### src/rtl/sd_snap_pkg.sv
// Shared types and frame geometry for the SD snapshot schedulers.
// The default sector count is derived from the display frame size.
package sd_snap_pkg;

  typedef enum logic [2:0] {
    StIdle,
    StArm,
    StIssue,
    StWaitHi,
    StWaitLo,
    StNext,
    StDone,
    StErr
  } snap_state_e;

  localparam int unsigned H_PIXEL         = 1280;
  localparam int unsigned V_PIXEL         = 720;
  localparam int unsigned BYTES_PER_PIXEL = 2;
  localparam int unsigned SECTOR_BYTES    = 512;

  // Rounds up so a frame that is not a whole number of sectors is still stored completely.
  function automatic logic [15:0] frame_sectors(input int unsigned h, input int unsigned v,
                                                input int unsigned bpp,
                                                input int unsigned sect_bytes);
    int unsigned bytes;
    bytes = h * v * bpp;
    return 16'((bytes + sect_bytes - 1) / sect_bytes);
  endfunction

  localparam logic [15:0] FRAME_SECTORS_DFLT =
    frame_sectors(H_PIXEL, V_PIXEL, BYTES_PER_PIXEL, SECTOR_BYTES);

endpackage

### src/rtl/sd_busy_watchdog.sv
// Counts cycles spent waiting for the SD controller to acknowledge a sector write.
// o_timeout rises in the LIMIT-th enabled cycle after a clear.
module sd_busy_watchdog #(
  parameter logic [15:0] LIMIT = 16'd50000
) (
  input  logic i_clk,
  input  logic i_rst,
  input  logic i_clr,
  input  logic i_en,
  output logic o_timeout
);

  logic [15:0] r_cnt;
  logic [15:0] w_limit_m1;

  assign w_limit_m1 = (LIMIT == 16'd0) ? 16'd0 : LIMIT - 16'd1;

  always_ff @(posedge i_clk) begin
    if (i_rst || i_clr) begin
      r_cnt <= '0;
    end else if (i_en && (r_cnt != 16'hFFFF)) begin
      r_cnt <= r_cnt + 16'd1;
    end
  end

  assign o_timeout = i_en && (r_cnt >= w_limit_m1);

endmodule

### src/rtl/sd_frame_snapshot_sched.sv
// One-frame snapshot scheduler: waits for a frame boundary after a key press, then
// streams FRAME_SECTORS sector writes to sd_ctrl while owning the SDRAM read FIFO.
module sd_frame_snapshot_sched
  import sd_snap_pkg::*;
#(
  parameter logic [31:0] SECTOR_BASE   = 32'd1000,
  parameter logic [15:0] FRAME_SECTORS = FRAME_SECTORS_DFLT,
  parameter logic [15:0] BUSY_TIMEOUT  = 16'd50000
) (
  input  logic        i_sys_clk,
  input  logic        i_sys_rst,
  input  logic        i_key_flag,
  input  logic        i_frame_start,
  input  logic        i_sd_init_end,
  input  logic        i_wr_busy,
  output logic        o_wr_en,
  output logic [31:0] o_wr_addr,
  output logic        o_frame,
  output logic        o_busy,
  output logic        o_done,
  output logic        o_err,
  output logic [15:0] o_sect_cnt
);

  snap_state_e r_state;
  snap_state_e w_state_d;

  logic        r_wr_en;
  logic [31:0] r_wr_addr;
  logic        r_frame;
  logic        r_busy;
  logic        r_done;
  logic        r_err;
  logic [15:0] r_sect_cnt;

  logic w_wd_clr;
  logic w_wd_en;
  logic w_timeout;
  logic w_accept;
  logic w_launch;
  logic w_sect_done;
  logic w_addr_step;

  assign w_wd_clr = (r_state == StIssue);
  assign w_wd_en  = (r_state == StWaitHi);

  sd_busy_watchdog #(
    .LIMIT (BUSY_TIMEOUT)
  ) u_watchdog (
    .i_clk     (i_sys_clk),
    .i_rst     (i_sys_rst),
    .i_clr     (w_wd_clr),
    .i_en      (w_wd_en),
    .o_timeout (w_timeout)
  );

  always_comb begin
    w_state_d = r_state;
    unique case (r_state)
      StIdle: begin
        if (i_key_flag && i_sd_init_end) begin
          w_state_d = StArm;
        end
      end
      StArm: begin
        if (i_frame_start) begin
          w_state_d = StIssue;
        end
      end
      // A busy already high alongside wr_en counts as the acknowledge.
      StIssue: begin
        w_state_d = i_wr_busy ? StWaitLo : StWaitHi;
      end
      StWaitHi: begin
        if (i_wr_busy) begin
          w_state_d = StWaitLo;
        end else if (w_timeout) begin
          w_state_d = StErr;
        end
      end
      StWaitLo: begin
        if (!i_wr_busy) begin
          w_state_d = StNext;
        end
      end
      StNext: begin
        w_state_d = (r_sect_cnt == FRAME_SECTORS) ? StDone : StIssue;
      end
      StDone:  w_state_d = StIdle;
      StErr:   w_state_d = StIdle;
      default: w_state_d = StIdle;
    endcase
  end

  assign w_accept    = (r_state == StIdle)   && (w_state_d == StArm);
  assign w_launch    = (r_state == StArm)    && (w_state_d == StIssue);
  assign w_sect_done = (r_state == StWaitLo) && (w_state_d == StNext);
  assign w_addr_step = (r_state == StNext)   && (w_state_d == StIssue);

  // Outputs are computed from the next state so every output is a flop.
  always_ff @(posedge i_sys_clk) begin
    if (i_sys_rst) begin
      r_state    <= StIdle;
      r_wr_en    <= 1'b0;
      r_wr_addr  <= SECTOR_BASE;
      r_frame    <= 1'b0;
      r_busy     <= 1'b0;
      r_done     <= 1'b0;
      r_err      <= 1'b0;
      r_sect_cnt <= '0;
    end else begin
      r_state <= w_state_d;
      r_wr_en <= (w_state_d == StIssue);
      r_busy  <= (w_state_d != StIdle);
      r_done  <= (w_state_d == StDone);
      if (w_accept) begin
        r_err      <= 1'b0;
        r_sect_cnt <= '0;
        r_wr_addr  <= SECTOR_BASE;
      end
      if (w_launch) begin
        r_frame <= 1'b1;
      end
      if ((w_state_d == StDone) || (w_state_d == StErr)) begin
        r_frame <= 1'b0;
      end
      if (w_state_d == StErr) begin
        r_err <= 1'b1;
      end
      if (w_sect_done) begin
        r_sect_cnt <= r_sect_cnt + 16'd1;
      end
      if (w_addr_step) begin
        r_wr_addr <= r_wr_addr + 32'd1;
      end
    end
  end

  assign o_wr_en    = r_wr_en;
  assign o_wr_addr  = r_wr_addr;
  assign o_frame    = r_frame;
  assign o_busy     = r_busy;
  assign o_done     = r_done;
  assign o_err      = r_err;
  assign o_sect_cnt = r_sect_cnt;

endmodule
### config.mk
export PLATFORM = sky130hd
export DESIGN_NAME = sd_frame_snapshot_sched
export DESIGN_NICKNAME = d
export VERILOG_FILES = /design/src/rtl/sd_snap_pkg.sv /design/src/rtl/sd_busy_watchdog.sv /design/src/rtl/sd_frame_snapshot_sched.sv
export SDC_FILE = /design/constraint.sdc
export NUM_CORES = 1
export LEC_CHECK = 0
export CORE_MARGIN = 2
export CORE_UTILIZATION = 40
export CTS_CLUSTER_DIAMETER = 150
export DETAILED_ROUTE_END_ITERATION = 10
export PLACE_DENSITY = 0.7
export SETUP_SLACK_MARGIN = 0.4
export SYNTH_ARGS = -nofsm -noshare
export SYNTH_HDL_FRONTEND = slang
export SYNTH_SLANG_ARGS = --single-unit
### constraint.sdc
create_clock -name i_sys_clk -period 2.95 [get_ports i_sys_clk]
set_clock_uncertainty 0.05 [all_clocks]
set_input_delay 0.295 -clock i_sys_clk [delete_from_list [all_inputs] [get_ports i_sys_clk]]
set_output_delay 0.295 -clock i_sys_clk [all_outputs]
set_load 0.01 [all_outputs]
==> results.cfg <==
[outcome]
status = complete, no violations

[synth]
synth_area_leaders = dfxtp_1 38%, mux2i_1 5.7%, nand2_1 5.5%, a21oi_1 5.3%, nand3_1 3.8%
synth-main-ff-cell = dfxtp_1
yosys.area.top_type = dfxtp_1
yosysWarnings = 0
yosysSeqAreaShare = 0.3754
syn_area_sq_um = 3840
synth_top_area_frac = 0.3754
ys_ff_latch = 72
synth_edf_count = 0
avgSynthCellArea_sq_um = 8.170
syn_inst = 470
ys_types = 53
async_reset_ff_frac = 0
syn-num-nets = 480

[pwr]
ir_drop_mv = 0.2439
powerDensity_nw_per_um2 = 424.7
cellLeakagePower_nw = 1.565
p_total_mw = 2.042

[cells_and_area]
fillers = 905
post-route-util = 0.5179
multi_input_area_sq_um = 2266
drive_gt1_frac = 0.09108
fin_nets = 533
syn2layout_area_growth_pct = 25.22
regArea_sq_um = 1441
fin_cells = 656
num_antenna_cells = 0
postLayoutCellArea_sq_um = 4808

[clock_network]
cts_tree = built
ctsHoldBuffers = 0
post_cts_resized = 0
cts_sinks = 72
cts_made_buffers = 9
cts_setup_buffers = 0
htreeDepth = 3
clk_pin_slew_ns = 0.08
clock_path_buffers = 2
insertion_delay_ns = 0.35
root_buffer = clkbuf_8

[timing]
worstMarginPinSlew_ns = 0.7864
post-route-min-period_ns = 2.230
finalSetupViolations = 0
slew_viol_final = 0
relSlewSlack = 0.4722
rsz0062_at_grt = no
fmax_mhz = 448.4
hold_viol = 0
fin_crit_sh = 0.7560
setup_tns_ns = 0

[floorplan]
start_util = 0.4136
ios = 59
core_region_area_sq_um = 9284
die_h_microns = 102.0
row_count = 35
fp.dieW_microns = 102.0
dieArea_sq_um = 10400

[detailed_routing]
drtPass1Iterations = 4
via_per_inst = 5.848
num_vias = 3836
drc_errors = 0
wirelength_mm = 9.898
wl_per_cell_microns = 15.09
ant_nets = 0
drt-initial-drc-count = 215

[global_route]
grt_usage = 0.1941
grt.overflow.total = 0
grt_pass1_vias = 3513
antenna_found_initial = 0
grt_pass1_wl_mm = 16.44
grt_max_degree = 46

[worst_setup_path]
required_ns = 3.18
max_stage_delay_ns = 0.63
critPathCaptureType = flip-flop
startpoint = r_state[1]
path_buf_inv = 0
critPathTopFamily = simple AND/OR/NAND/NOR gates
arrival_ns = 2.46
slowest_stage = or4_1
rr_startpoint = r_state[1]
start_kind = flip-flop
crit_fanout = 15
worst-setup-path-type = reg2reg
cp_cell_sequence = and3b_1, nand4_1, or4_1, a21oi_1

[place]
place_congestion = 0.8731
dpl.hpwl_mm = 6.799
dpl.cell_count = 641
port_buffers = 58
place_area_sq_um = 4567

[worst_hold_path]
hold_class = reg2reg
min-delay-start = o_err

[run]
drv_cap = 0
## through the flow
step | setup WS (ns) | hold WS [ns]
2_1_floorplan | 0.8672 | 0.4158
3_3_place_gp | 0.5738 | 0.4028
3_5_place_dp | 0.5391 | 0.4021
4_1_cts | 0.6814 | 0.4236
5_1_grt | 0.5409 | 0.4658
6_report | 0.7198 | 0.4221
## state kept, by name, indices dropped and copies added, names as in the netlist
| name | count |
|---|---|
| u_watchdog.r_cnt | 16 |
| o_err | 1 |
| o_frame | 1 |
| o_done | 1 |
| o_sect_cnt | 16 |
| o_wr_en | 1 |
| o_wr_addr | 32 |
| o_busy | 1 |
| r_state | 3 |
## per-layer routing
metal,GRT usage,vias to the layer above,part of all wire
li1,-,1900,-
met3,0.05267,7,0.061
met1,0.2569,1815,0.46
met5,0,-,0
met2,0.3107,114,0.47
met4,0.05846,0,0.0081
## worst register-to-register path: cells and delay by family (launching register included)
family | cells | cell delay (ns)
AOI/OAI and AO/OA | 1 | 0.14
DFF | 1 | 0.44
and+or+nand+nor | 3 | 1.54
## final cells by class
type,instances,area share
multi-input combinational,364,0.4712
sequential,72,0.2998
timing repair buffer,68,0.1390
tap,129,0.03357
clock buffer,10,0.02862
clock inverter,5,0.02160
inverter,8,0.006245
## path summary, 6_finish.rpt
check                  end  slack, ns  cells after the start
min reg2reg          o_err       0.42                      2
max reg2reg  o_wr_addr[17]       0.72                      4
min                  o_err       0.42                      2
max          o_wr_addr[17]       0.72                      4
## placed cells by master (no fill, tap or decap), types with 8 or more instances in the layout
master	Yosys	final
a21oi_1	41	40
clkdlybuf4s50_1	0	58
nor4_1	12	11
or2_2	17	17
a31oi_1	8	8
buf_4	1	9
or4_1	16	16
inv_1	8	8
o31ai_1	11	11
nor3_1	11	11
or3_1	11	11
clkbuf_8	0	10
and3_1	9	9
o21ai_0	17	17
and4_1	8	8
mux2i_1	22	22
nand2_1	56	56
dfxtp_1	72	72
nand3_1	29	29
nand4_1	16	16
nor2_1	19	19
## where the power goes
part	switching (mW)	total, mW	internal (mW)
Combinational	0.0623	0.104	0.0415
Clock	0.374	0.956	0.582
Sequential	0.00620	0.982	0.976
## kinds of logic (layout without fill, tap and decap cells)
kind of cell,count (synthesis),in the layout,share of synthesized area
AOI/OAI and AO/OA,105,105,0.1698
adders and majority gates,4,4,0.01303
buffers and inverters,34,91,0.03878
DFF,72,72,0.3754
muxes,22,22,0.05735
and+or+nand+nor,233,233,0.3457
## Yosys cell counts (3+ instances only)
master,n
o211ai_1,6
nor4b_1,3
mux2i_1,22
o21ai_0,17
clkbuf_1,21
o31ai_1,11
ha_1,4
nand3_1,29
a21oi_1,41
nand2_1,56
or4b_1,3
dfxtp_1,72
nand3b_1,3
and3_1,9
nor2_1,19
o311ai_0,4
nor3_1,11
or4_1,16
nand4_1,16
nand2b_1,5
or3_1,11
or2_2,17
inv_1,8
and4_1,8
a31oi_1,8
and3b_1,3
nor4_1,12
No activity file was read; power rests on OpenSTA's default activity.
